==> src/rtl/fifo_defs.sv <==
// Shared FIFO defaults and the arbiter priority encoding. The controller and any
// dual-port RAM wrappers take their default geometry from here.
package fifo_defs;

  localparam int DEF_DATA_WIDTH = 8;
  localparam int DEF_ADDR_WIDTH = 3;

  // Which producer wins when both request in the same cycle
  typedef enum logic {
    PRIO_REQ0 = 1'b0,
    PRIO_REQ1 = 1'b1
  } prio_e;

endpackage

==> src/rtl/rr_arbiter2.sv <==
// Two-way round-robin arbiter. Grants are combinational so the write lands on
// the same posedge; the priority flop remembers who should win the next tie.
module rr_arbiter2
  import fifo_defs::*;
(
  input  logic clk,
  input  logic rst,
  input  logic req0,
  input  logic req1,
  input  logic enable,
  output logic gnt0,
  output logic gnt1
);

  prio_e prio_q, prio_d;

  // Grant decode: a lone requester always wins, a tie goes to the favoured side
  always_comb begin
    gnt0 = 1'b0;
    gnt1 = 1'b0;
    if (enable) begin
      if (req0 && req1) begin
        if (prio_q == PRIO_REQ0) gnt0 = 1'b1;
        else                     gnt1 = 1'b1;
      end else begin
        gnt0 = req0;
        gnt1 = req1;
      end
    end
  end

  // After any grant the other requester becomes favoured; no grant keeps priority
  always_comb begin
    prio_d = prio_q;
    if (gnt0)      prio_d = PRIO_REQ1;
    else if (gnt1) prio_d = PRIO_REQ0;
  end

  // Priority register, requester 0 favoured out of reset
  always_ff @(posedge clk) begin
    if (rst) prio_q <= PRIO_REQ0;
    else     prio_q <= prio_d;
  end

endmodule

==> src/rtl/ram_fifo_ctrl.sv <==
// FIFO controller for an external dual-port RAM with two arbitrated producers
// and one consumer. Pointers carry an extra wrap bit so full and empty are
// distinguishable without a separate counter.
module ram_fifo_ctrl
  import fifo_defs::*;
#(
  parameter int DATA_WIDTH = DEF_DATA_WIDTH,
  parameter int ADDR_WIDTH = DEF_ADDR_WIDTH
) (
  input  logic                  clk,
  input  logic                  rst,
  input  logic                  req0,
  input  logic                  req1,
  input  logic [DATA_WIDTH-1:0] wdata0,
  input  logic [DATA_WIDTH-1:0] wdata1,
  output logic                  gnt0,
  output logic                  gnt1,
  input  logic                  rd_en,
  output logic [DATA_WIDTH-1:0] dout,
  output logic                  dout_valid,
  output logic                  full,
  output logic                  empty,
  output logic [ADDR_WIDTH:0]   count,
  output logic                  rd_err,
  output logic                  ram_write,
  output logic [ADDR_WIDTH-1:0] ram_waddr,
  output logic [DATA_WIDTH-1:0] ram_wdata,
  output logic                  ram_read,
  output logic [ADDR_WIDTH-1:0] ram_raddr,
  input  logic [DATA_WIDTH-1:0] ram_rdata
);

  localparam int PW = ADDR_WIDTH + 1;

  logic [PW-1:0]         wptr_q, wptr_d;
  logic [PW-1:0]         rptr_q, rptr_d;
  logic [PW-1:0]         count_q;
  logic                  full_q, empty_q;
  logic [DATA_WIDTH-1:0] dout_q;
  logic                  dout_valid_q, rd_err_q;
  logic                  wr_en, wr_acc, rd_acc;

  // Writes are blocked while full even if a read retires in the same cycle
  assign wr_en = !rst && !full_q;

  rr_arbiter2 u_arb (
    .clk    (clk),
    .rst    (rst),
    .req0   (req0),
    .req1   (req1),
    .enable (wr_en),
    .gnt0   (gnt0),
    .gnt1   (gnt1)
  );

  // RAM-side strobes and next pointers; a read is only accepted when data exists
  always_comb begin
    wr_acc    = gnt0 | gnt1;
    rd_acc    = rd_en && !empty_q && !rst;
    ram_write = wr_acc;
    ram_waddr = wptr_q[ADDR_WIDTH-1:0];
    ram_wdata = '0;
    if (gnt0)      ram_wdata = wdata0;
    else if (gnt1) ram_wdata = wdata1;
    ram_read  = rd_acc;
    ram_raddr = rptr_q[ADDR_WIDTH-1:0];
    wptr_d    = wptr_q + PW'(wr_acc);
    rptr_d    = rptr_q + PW'(rd_acc);
  end

  // Pointer, status and read-data registers; status is derived from next pointers
  always_ff @(posedge clk) begin
    if (rst) begin
      wptr_q       <= '0;
      rptr_q       <= '0;
      count_q      <= '0;
      full_q       <= 1'b0;
      empty_q      <= 1'b1;
      dout_q       <= '0;
      dout_valid_q <= 1'b0;
      rd_err_q     <= 1'b0;
    end else begin
      wptr_q       <= wptr_d;
      rptr_q       <= rptr_d;
      count_q      <= wptr_d - rptr_d;
      empty_q      <= (wptr_d == rptr_d);
      full_q       <= (wptr_d[ADDR_WIDTH] != rptr_d[ADDR_WIDTH]) &&
                      (wptr_d[ADDR_WIDTH-1:0] == rptr_d[ADDR_WIDTH-1:0]);
      if (rd_acc) dout_q <= ram_rdata;
      dout_valid_q <= rd_acc;
      rd_err_q     <= rd_en && empty_q;
    end
  end

  assign dout       = dout_q;
  assign dout_valid = dout_valid_q;
  assign full       = full_q;
  assign empty      = empty_q;
  assign count      = count_q;
  assign rd_err     = rd_err_q;

endmodule
==> config.mk <==
export PLATFORM = sky130hd
export DESIGN_NAME = ram_fifo_ctrl
export DESIGN_NICKNAME = d
export VERILOG_FILES = /design/src/rtl/fifo_defs.sv /design/src/rtl/rr_arbiter2.sv /design/src/rtl/ram_fifo_ctrl.sv
export SDC_FILE = /design/constraint.sdc
export NUM_CORES = 1
export LEC_CHECK = 0
export CORE_MARGIN = 2
export CORE_UTILIZATION = 38
export DETAILED_ROUTE_END_ITERATION = 8
export PLACE_DENSITY = 0.86
export SLEW_MARGIN = 10
export SYNTH_ARGS = -nofsm -noshare
export SYNTH_HDL_FRONTEND = slang
export SYNTH_HIERARCHICAL = 1
export SYNTH_SLANG_ARGS = --single-unit
export TNS_END_PERCENT = 20
==> constraint.sdc <==
create_clock -name clk -period 4.5 [get_ports clk]
set_clock_uncertainty 0.1 [all_clocks]
set_input_delay 1.35 -clock clk [delete_from_list [all_inputs] [get_ports clk]]
set_output_delay 1.35 -clock clk [all_outputs]
set_load 0.05 [all_outputs]
### Yosys cells after proc, flatten, opt, wreduce, memory -nomap -nowiden

Cells that the tools add are included.

| word-level totals | value |
|---|---|
| output and inout bits | 34 |
| logic and storage cells | 36 |
| input bits | 29 |
| register bits | 25 |

| cells by class | value |
|---|---|
| multiplexer cells | 10 |
| equality and inequality tests | 3 |
| reductions and logical operators | 10 |
| $add $sub $neg | 3 |
| bitwise gates (word level) | 1 |

Operators by type and width:

| kind | number |
|---|---|
| $mux W8 | 2 |
| $add A4 B1 Y4 | 2 |
| $mux W1 | 8 |
| $logic_and A1 B1 Y1 | 6 |
| $eq A4 B4 Y1 | 1 |
| $sub A4 B4 Y4 | 1 |
| $eq A3 B3 Y1 | 1 |
| $logic_not A1 Y1 | 3 |
| $reduce_bool A2 Y1 | 1 |
| $ne A1 B1 Y1 | 1 |
| $or A1 B1 Y1 | 1 |

### Longest topological paths before layout

Gate-level depths: netlist of the first run.

| logic depth | value |
|---|---|
| word-level depth | 7 |
| gate-level depth with buffers | 15 |
| depth with buffers taken out | 12 |

### Cells and area by module

The synthesis of the first run kept the hierarchy.

By module, submodules not included:

| module | area an instance (um^2) | cells each | sequential area each (um^2) | times used |
|---|---|---|---|---|
| ram_fifo_ctrl | 1066.0 | 113 | 480.5 | 1 |
| rr_arbiter2 | 55.1 | 8 | 20.0 | 1 |

### Least setup slack after synthesis of the first run

No wires, ideal clock.

| timing path | value |
|---|---|
| kind | input-to-output |
| start | in rst |
| end | out ram_wdata[0] |
| buffers on the path | 3 |
| stages on the path | 8 |
| setup slack | -649 ps |
| arrival | 3699 ps |
| cells stage by stage | clkbuf_1 -> buf_2 -> nor2_1 -> nand2_1 -> a21oi_1 -> nor2b_1 -> clkbuf_1 -> a22o_1 |

| on the way | value |
|---|---|
| longest elaborated chain between the ends | 5 |
| elaborated cells between the ends (all ways) | 6 |

RTL lines:

| what | RTL line | text |
|---|---|---|
| start, declared | ram_fifo_ctrl.sv:11 | `input logic rst,` |
| $logic_not A1 Y1 | ram_fifo_ctrl.sv:44 | `assign wr_en = !rst && !full_q;` |
| $logic_and A1 B1 Y1 | ram_fifo_ctrl.sv:44 |  |
| via wr_en | ram_fifo_ctrl.sv:41 | `logic wr_en, wr_acc, rd_acc;` |
| $mux W1 | rr_arbiter2.sv:21 | `if (enable) begin` |
| via gnt1 | ram_fifo_ctrl.sv:17 | `output logic gnt1,` |
| $mux W8 | ram_fifo_ctrl.sv:64 | `else if (gnt1) ram_wdata = wdata1;` |
| $mux W8 | ram_fifo_ctrl.sv:63 | `if (gnt0) ram_wdata = wdata0;` |
| end, declared | ram_fifo_ctrl.sv:27 | `output logic [DATA_WIDTH-1:0] ram_wdata,` |

The timed path passes the listed nets, and every way through them passes these cells.

### Worst setup path after layout of the first run

| timing path | value |
|---|---|
| start | in rst |
| end | out ram_wdata[5] |

| on the way | value |
|---|---|
| longest elaborated chain between the ends | 5 |
| elaborated cells between the ends (all ways) | 6 |

RTL lines:

| what | RTL line |
|---|---|
| $logic_not A1 Y1 * | ram_fifo_ctrl.sv:44 |
| $logic_and A1 B1 Y1 * | ram_fifo_ctrl.sv:44 |
| via wr_en | ram_fifo_ctrl.sv:41 |
| $mux W1 | rr_arbiter2.sv:21 |
| $mux W8 | ram_fifo_ctrl.sv:64 |
| $mux W8 * | ram_fifo_ctrl.sv:63 |

The timed path passes the listed nets; every way through them passes the cells marked *.

==> out/qor.txt, run 1 <==
fin crit share: 0.955
dpl hpwl: 2430 um
core area: 2780 um2
largest net degree at the start of global routing: 27
Switch Pwr: 0.208 mW
Seq/Total Area, Yosys: 0.446
cts hold-fix bufs: 0
CP Class: in2out
Die Wd: 58.3 um
CP Capture Type: primary output
status: complete, no violations
most common cell after layout, fill and taps aside: clkdlybuf4s50_1
Sw Ratio: 0.356
WP buf/inv: 3
WP data required: 3050 ps
Largest stage delay, worst path: 420 ps
prevailing post-synth register cell: dfxtp_1
Max VDD drop: 0.239 mV
Seq pwr share: 0.427
total of warnings raised by yosys: 6
final instance area: 1940 um2
row cnt: 19
Final nets: 218
most frequent cells in the layout: clkdlybuf4s50_1 (50), dfxtp_1 (25), nand2_1 (12), buf_12 (12), nor2_1 (9)
crit path DAT: 2850 ps
vias in the first global route: 1106
Clk pwr share: 0.163
DRT Pass-1 Iters: 4
Total GRT Usage: 0.186
minimum hold slack: 382 ps
combinational share of power: 0.411
crit-path cells: clkdlybuf4s50_1 -> nor2_1 -> nand2_1 -> a21oi_4 -> nor2b_1 -> buf_4 -> a22o_2 -> buf_12
synthesized area: 1120 um2
Antenna Violating Nets Remaining: 0
CP Launch Point: rst
clk sinks: 25
layout cells sized above 1: 0.182
CTS H-tree depth: 1
clock slew at reported path FFs: 120 ps
DRC Markers: 0
number of antenna violations at the first check in global routing: 0
post-route minimum period: 4300 ps
clk buf depth: 2
first-pass GRT wire length: 4940 um
Inserted Clock Buffers: 3
crit path max fanout: 7
max-slew violations: 0
initial core utilization: 0.403
grt ovf: 0
EDFF count, synth: 0
endpoints failing hold: 0
Antenna Cells: 0
CP startpoint kind: primary input
max_cap viols: 0
HP Class: reg2reg
drt wl/cell: 14.0 um
CTS tree: yes
ys async rst share: 0
Power Density: 302 nW/um2
Crit path max-delay family: buffers and inverters
Initial DRC Count: 11
Vias per Instance: 4.87
area leader, netlist: dfxtp_1
Distinct cells, synth: 24
Syn Area/Cell: 9.27 um2
CTS Root Cell: clkbuf_4
Placed Instance Area: 1910 um2
# IOs: 63
# port buffers: 62
Die ar.: 3400 um2
post-synthesis cell count: 121
RSZ-0062 raised after global routing: false
dominant cells by area after synthesis: dfxtp_1 (45%), ha_1 (7.8%), a22o_1 (5.5%), nand2b_1 (4.5%), o21ai_1 (4.0%)
fmax: 0.233 GHz
P_int: 0.377 mW
slowest stage cell, crit path: clkdlybuf4s50_1
detailed-route via count: 1032
clk_lat worst skew: 310 ps
die height: 58.3 um
synthesis-stage register bit count: 25
setup violators final: 0
R2R Path Start: full$_SDFF_PP0_
post-synth top area share: 0.446
Reg2Reg Setup Slack: 1860 ps
relative slew slack: 0.641
total routed wirelength: 2960 um
Leak: 0.773 nW
post-cts resize count: 0
number of setup buffers added after CTS: 0
GPL Wtd Cong: 0.795
area grow syn2layout: 72.8%
hold path start: dout[3]$_SDFFE_PP0P_
Post-Syn Nets: 157
Worst-Margin Slew: 536 ps
## path summary, 6_finish.rpt
kind / end / depth (start not counted)
max: ram_wdata[5] / 8
min: dout[3]$_SDFFE_PP0P_ / 2
max reg2reg: count[3]$_SDFF_PP0_ / 13
min reg2reg: dout[3]$_SDFFE_PP0P_ / 2
## metrics by stage
step	power, mW	util	setup slack (ps)	TNS (ps)	std cells
6_report	0.586	0.696	203	0	212
5_1_grt	0.613	0.696	105	0	212
4_1_cts	0.593	0.696	194	0	212
3_5_place_dp	0.496	0.686	198	0	208
2_1_floorplan	0.394	-	-23.4	-164	121
3_3_place_gp	0.491	0.686	232	0	208
## cell type report
class	count	area (um2)
clock buffer	3	22.5
timing repair buffer	67	778
multi-input combinational	81	577
sequential	25	500
clock inverter	1	5.00
inverter	4	15.0
fill	222	845
tap	31	38.8
## state kept, by name (all words and copies together), names as in the netlist
register / cells
rptr_q: 4
u_arb/prio_q: 1
empty: 1
wptr_q: 4
dout: 8
count: 4
rd_err: 1
dout_valid: 1
full: 1
## per-layer routing
metal	GRT usage	part of all wire	vias up
met5	0	0	-
met4	0.0299	0.014	0
met3	0.0484	0.043	4
met2	0.340	0.55	31
met1	0.222	0.40	471
li1	-	-	526
## synth_stat cells (3+ instances only)
cell      count
ha_1          7
clkbuf_1      3
dfxtp_1      25
nor2_1        9
a22o_1        7
xor2_1        5
nor2b_1       5
nand2_1      12
nand3_1       3
xnor2_1       3
buf_4         6
nand2b_1      8
inv_1         4
a21oi_1       5
o21ai_1       9
## cells by family (layout without fill, tap and decap cells)
kind of cell / after synthesis / count (layout) / synth area share
simple gates: 42 / 42 / 0.198
flops: 25 / 25 / 0.446
xor+xnor: 8 / 8 / 0.0625
buf+inv: 15 / 75 / 0.0725
compound gates: 23 / 23 / 0.134
fa+ha+maj: 8 / 8 / 0.0871
## worst reg2reg max path, cell delays in order (launching register included)
cell	delay, ps
dfxtp_1	330
nor2_1	200
nand2_1	130
a21oi_4	130
buf_4	210
or2_4	160
ha_1	220
inv_1	80
ha_1	160
inv_1	60
maj3_1	350
a21oi_1	210
xor2_1	170
nor2_1	60
## power by group through the flow
stage                     combinational, mW  sequential [mW]  clock, mW
after global placement                0.238            0.254          0
after global routing                  0.254            0.252      0.107
after detailed placement              0.241            0.255          0
after CTS                             0.243            0.250      0.100
final                                 0.241            0.250     0.0952
after floorplan                      0.0907            0.303          0
Note: power is estimated with default switching activity, not from simulation.
==> run 2, diff against run 1 <==
--- a/config.mk
+++ b/config.mk
@@ -8,10 +8,9 @@
 export CORE_MARGIN = 2
 export CORE_UTILIZATION = 38
 export DETAILED_ROUTE_END_ITERATION = 8
-export PLACE_DENSITY = 0.86
+export PLACE_DENSITY = 0.84
 export SLEW_MARGIN = 10
 export SYNTH_ARGS = -nofsm -noshare
 export SYNTH_HDL_FRONTEND = slang
-export SYNTH_HIERARCHICAL = 1
 export SYNTH_SLANG_ARGS = --single-unit
 export TNS_END_PERCENT = 20
==> out/qor.txt, run 2 <==
Vias per Instance: 5.01 (was 4.87)
die height: 59.9 um (was 58.3 um)
core area: 3000 um2 (was 2780 um2)
post-synth top area share: 0.422 (was 0.446)
setup TNS: 0 ps (unchanged)
r2r endpoint: count[3]$_SDFF_PP0_ (unchanged)
Clk pwr share: 0.176 (was 0.163)
initial core utilization: 0.395 (was 0.403)
Leak: 0.783 nW (was 0.773 nW)
Largest stage delay, worst path: 440 ps (was 420 ps)
Distinct cells, synth: 26 (was 24)
CP Class: in2out (unchanged)
dominant cells by area after synthesis: dfxtp_1 (42%), ha_1 (8.4%), a22o_1 (5.9%), buf_4 (5.1%), nand2b_1 (4.7%) (was dfxtp_1 (45%), ha_1 (7.8%), a22o_1 (5.5%), nand2b_1 (4.5%), o21ai_1 (4.0%))
vias in the first global route: 1077 (was 1106)
clk buf depth: 2 (unchanged)
Synth Area in Compound Gates: 0.118 (was 0.134)
drt wl/cell: 14.9 um (was 14.0 um)
Placed Instance Area: 1900 um2 (was 1910 um2)
dpl hpwl: 2490 um (was 2430 um)
Final nets: 216 (was 218)
clk sinks: 25 (unchanged)
grt ovf: 0 (unchanged)
clk_lat worst skew: 320 ps (was 310 ps)
post-synthesis cell count: 121 (unchanged)
synthesized-area fraction occupied by adder cells: 0.101 (was 0.0871)
Antenna Cells: 0 (unchanged)
P_int: 0.366 mW (was 0.377 mW)
number of antenna violations at the first check in global routing: 0 (unchanged)
HP Class: reg2reg (unchanged)
fin crit share: 0.945 (was 0.955)
most frequent cells in the layout: clkdlybuf4s50_1 (50), dfxtp_1 (25), nor2_1 (12), buf_12 (12), o21ai_0 (10) (was clkdlybuf4s50_1 (50), dfxtp_1 (25), nand2_1 (12), buf_12 (12), nor2_1 (9))
Min-Delay Path Depth: 2 (unchanged)
Initial DRC Count: 35 (was 11)
Die Wd: 59.9 um (was 58.3 um)
synthesized area: 1190 um2 (was 1120 um2)
Post-Syn Nets: 159 (was 157)
most common cell in the netlist: dfxtp_1 (unchanged)
layout cells sized above 1: 0.141 (was 0.182)
final instance area: 1930 um2 (was 1940 um2)
DRC Markers: 0 (unchanged)
R2R Path Start: full$_SDFF_PP0_ (unchanged)
DRT Pass-1 Iters: 4 (unchanged)
slowest stage cell, crit path: clkdlybuf4s50_1 (unchanged)
post-route minimum period: 4250 ps (was 4300 ps)
area leader, netlist: dfxtp_1 (unchanged)
Largest register FFs: 8 (unchanged)
Die ar.: 3580 um2 (was 3400 um2)
Sw Ratio: 0.354 (was 0.356)
max-slew violations: 0 (unchanged)
Total GRT Usage: 0.182 (was 0.186)
area grow syn2layout: 62.9% (was 72.8%)
Worst-Margin Slew: 526 ps (was 536 ps)
post-synthesis mux area share: 0.0127 (was 0)
total routed wirelength: 3140 um (was 2960 um)
combinational share of power: 0.389 (was 0.411)
post-cts resize count: 0 (unchanged)
EDFF count, synth: 0 (unchanged)
CP startpoint kind: primary input (unchanged)
Seq pwr share: 0.435 (was 0.427)
Antenna Violating Nets Remaining: 0 (unchanged)
main combinational cell family by area after synthesis: simple AND/OR/NAND/NOR gates (unchanged)
number of setup buffers added after CTS: 0 (unchanged)
Synth top cells by count: dfxtp_1 (25), nor2_1 (12), o21ai_0 (10) (was dfxtp_1 (25), nand2_1 (12), nor2_1 (9), o21ai_1 (9), nand2b_1 (8))
first-pass GRT wire length: 4810 um (was 4940 um)
Inserted Clock Buffers: 3 (unchanged)
fmax: 0.235 GHz (was 0.233 GHz)
most common cell after layout, fill and taps aside: clkdlybuf4s50_1 (unchanged)
# port buffers: 62 (unchanged)
Min-Delay Endpoint: dout[0]$_SDFFE_PP0P_ (was dout[3]$_SDFFE_PP0P_)
cts hold-fix bufs: 0 (unchanged)
WP data required: 3050 ps (about the same)
Worst Reg-to-Reg Cells: 10 (was 13)
CTS H-tree depth: 1 (unchanged)
row cnt: 20 (was 19)
prevailing post-synth register cell: dfxtp_1 (unchanged)
Max VDD drop: 0.163 mV (was 0.239 mV)
relative slew slack: 0.649 (was 0.641)
GPL Wtd Cong: 0.756 (was 0.795)
simple-gate portion of the synthesized area: 0.200 (was 0.198)
Final Core Density: 0.643 (was 0.696)
Switch Pwr: 0.201 mW (was 0.208 mW)
crit-path cells: clkdlybuf4s50_1 -> nor2_1 -> and3_1 -> a22o_1 -> buf_12 (was clkdlybuf4s50_1 -> nor2_1 -> nand2_1 -> a21oi_4 -> nor2b_1 -> buf_4 -> a22o_2 -> buf_12)
ys async rst share: 0 (unchanged)
Power Density: 294 nW/um2 (was 302 nW/um2)
detailed-route via count: 1053 (was 1032)
clock slew at reported path FFs: 140 ps (was 120 ps)
# IOs: 63 (unchanged)
CTS Root Cell: clkbuf_4 (unchanged)
crit path max fanout: 10 (was 7)
Syn Area/Cell: 9.80 um2 (was 9.27 um2)
RSZ-0062 raised after global routing: false (unchanged)
minimum hold slack: 386 ps (was 382 ps)
synthesis-stage register bit count: 25 (unchanged)
CP Capture Type: primary output (unchanged)
Reg2Reg Setup Slack: 1900 ps (was 1860 ps)
endpoints failing hold: 0 (unchanged)
Seq/Total Area, Yosys: 0.422 (was 0.446)
xor and xnor area share after synthesis: 0.0633 (was 0.0625)
setup violators final: 0 (unchanged)
CTS tree: yes (unchanged)
largest net degree at the start of global routing: 28 (was 27)
hold path start: dout[0]$_SDFFE_PP0P_ (was dout[3]$_SDFFE_PP0P_)
status: complete, no violations (unchanged)
max_cap viols: 0 (unchanged)
crit path DAT: 2800 ps (was 2850 ps)
total of warnings raised by yosys: 0 (was 6)
[run 2: worst max-delay path, delay by kind of cell]
family | cells | cell delay (ps)
AOI/OAI and AO/OA | 1 | 270
and+or+nand+nor | 2 | 590
buffers and inverters | 2 | 590
[run 2: per-stage QoR]
stage          setup WS [ps]  total power [mW]  cells
4_1_cts                  249             0.572    210
2_1_floorplan            465             0.378    121
3_5_place_dp             260             0.472    206
3_3_place_gp             359             0.467    206
5_1_grt                  178             0.594    210
6_report                 248             0.568    210
[run 2: logic make-up after synthesis]
family / count (synthesis)
flops: 25
buf+inv: 17
compound gates: 21
mux: 1
xor+xnor: 6
fa+ha+maj: 9
simple gates: 42
[run 2: power groups by stage]
stage	Combinational, mW	Sequential (mW)	Clock (mW)
final	0.221	0.247	0.100
after detailed placement	0.220	0.252	0
after global routing	0.232	0.249	0.113
after global placement	0.217	0.251	0
after CTS	0.221	0.247	0.103
after floorplan	0.0823	0.295	0
[run 2: per-layer routing]
| layer | vias up | GRT usage | part of all wire |
|---|---|---|---|
| met4 | 0 | 0.117 | 0.033 |
| li1 | 510 | - | - |
| met5 | - | 0 | 0 |
| met1 | 480 | 0.195 | 0.38 |
| met2 | 55 | 0.325 | 0.50 |
| met3 | 8 | 0.0325 | 0.088 |
[run 2: worst max path at each step]
| stage | from | end | slack, ps | cells past startpoint |
|---|---|---|---|---|
| 3_5_place_dp | rst | ram_wdata[6] | 260 | 5 |
| 5_1_grt | rst | ram_wdata[3] | 180 | 5 |
| 2_1_floorplan | rst | ram_wdata[0] | 470 | 5 |
| 4_1_cts | rst | ram_wdata[6] | 250 | 5 |
| 3_3_place_gp | rst | ram_wdata[7] | 360 | 5 |
| 6_report | rst | ram_wdata[6] | 250 | 5 |
[run 2: layout make-up]
cell class	instances	area (um2)
Clock buffer	3	22.5
Clock inverter	1	5.00
Tap cell	33	41.3
Timing Repair Buffer	64	756
Multi-Input combinational cell	79	588
Fill cell	239	1070
Inverter	5	18.8
Sequential cell	25	500
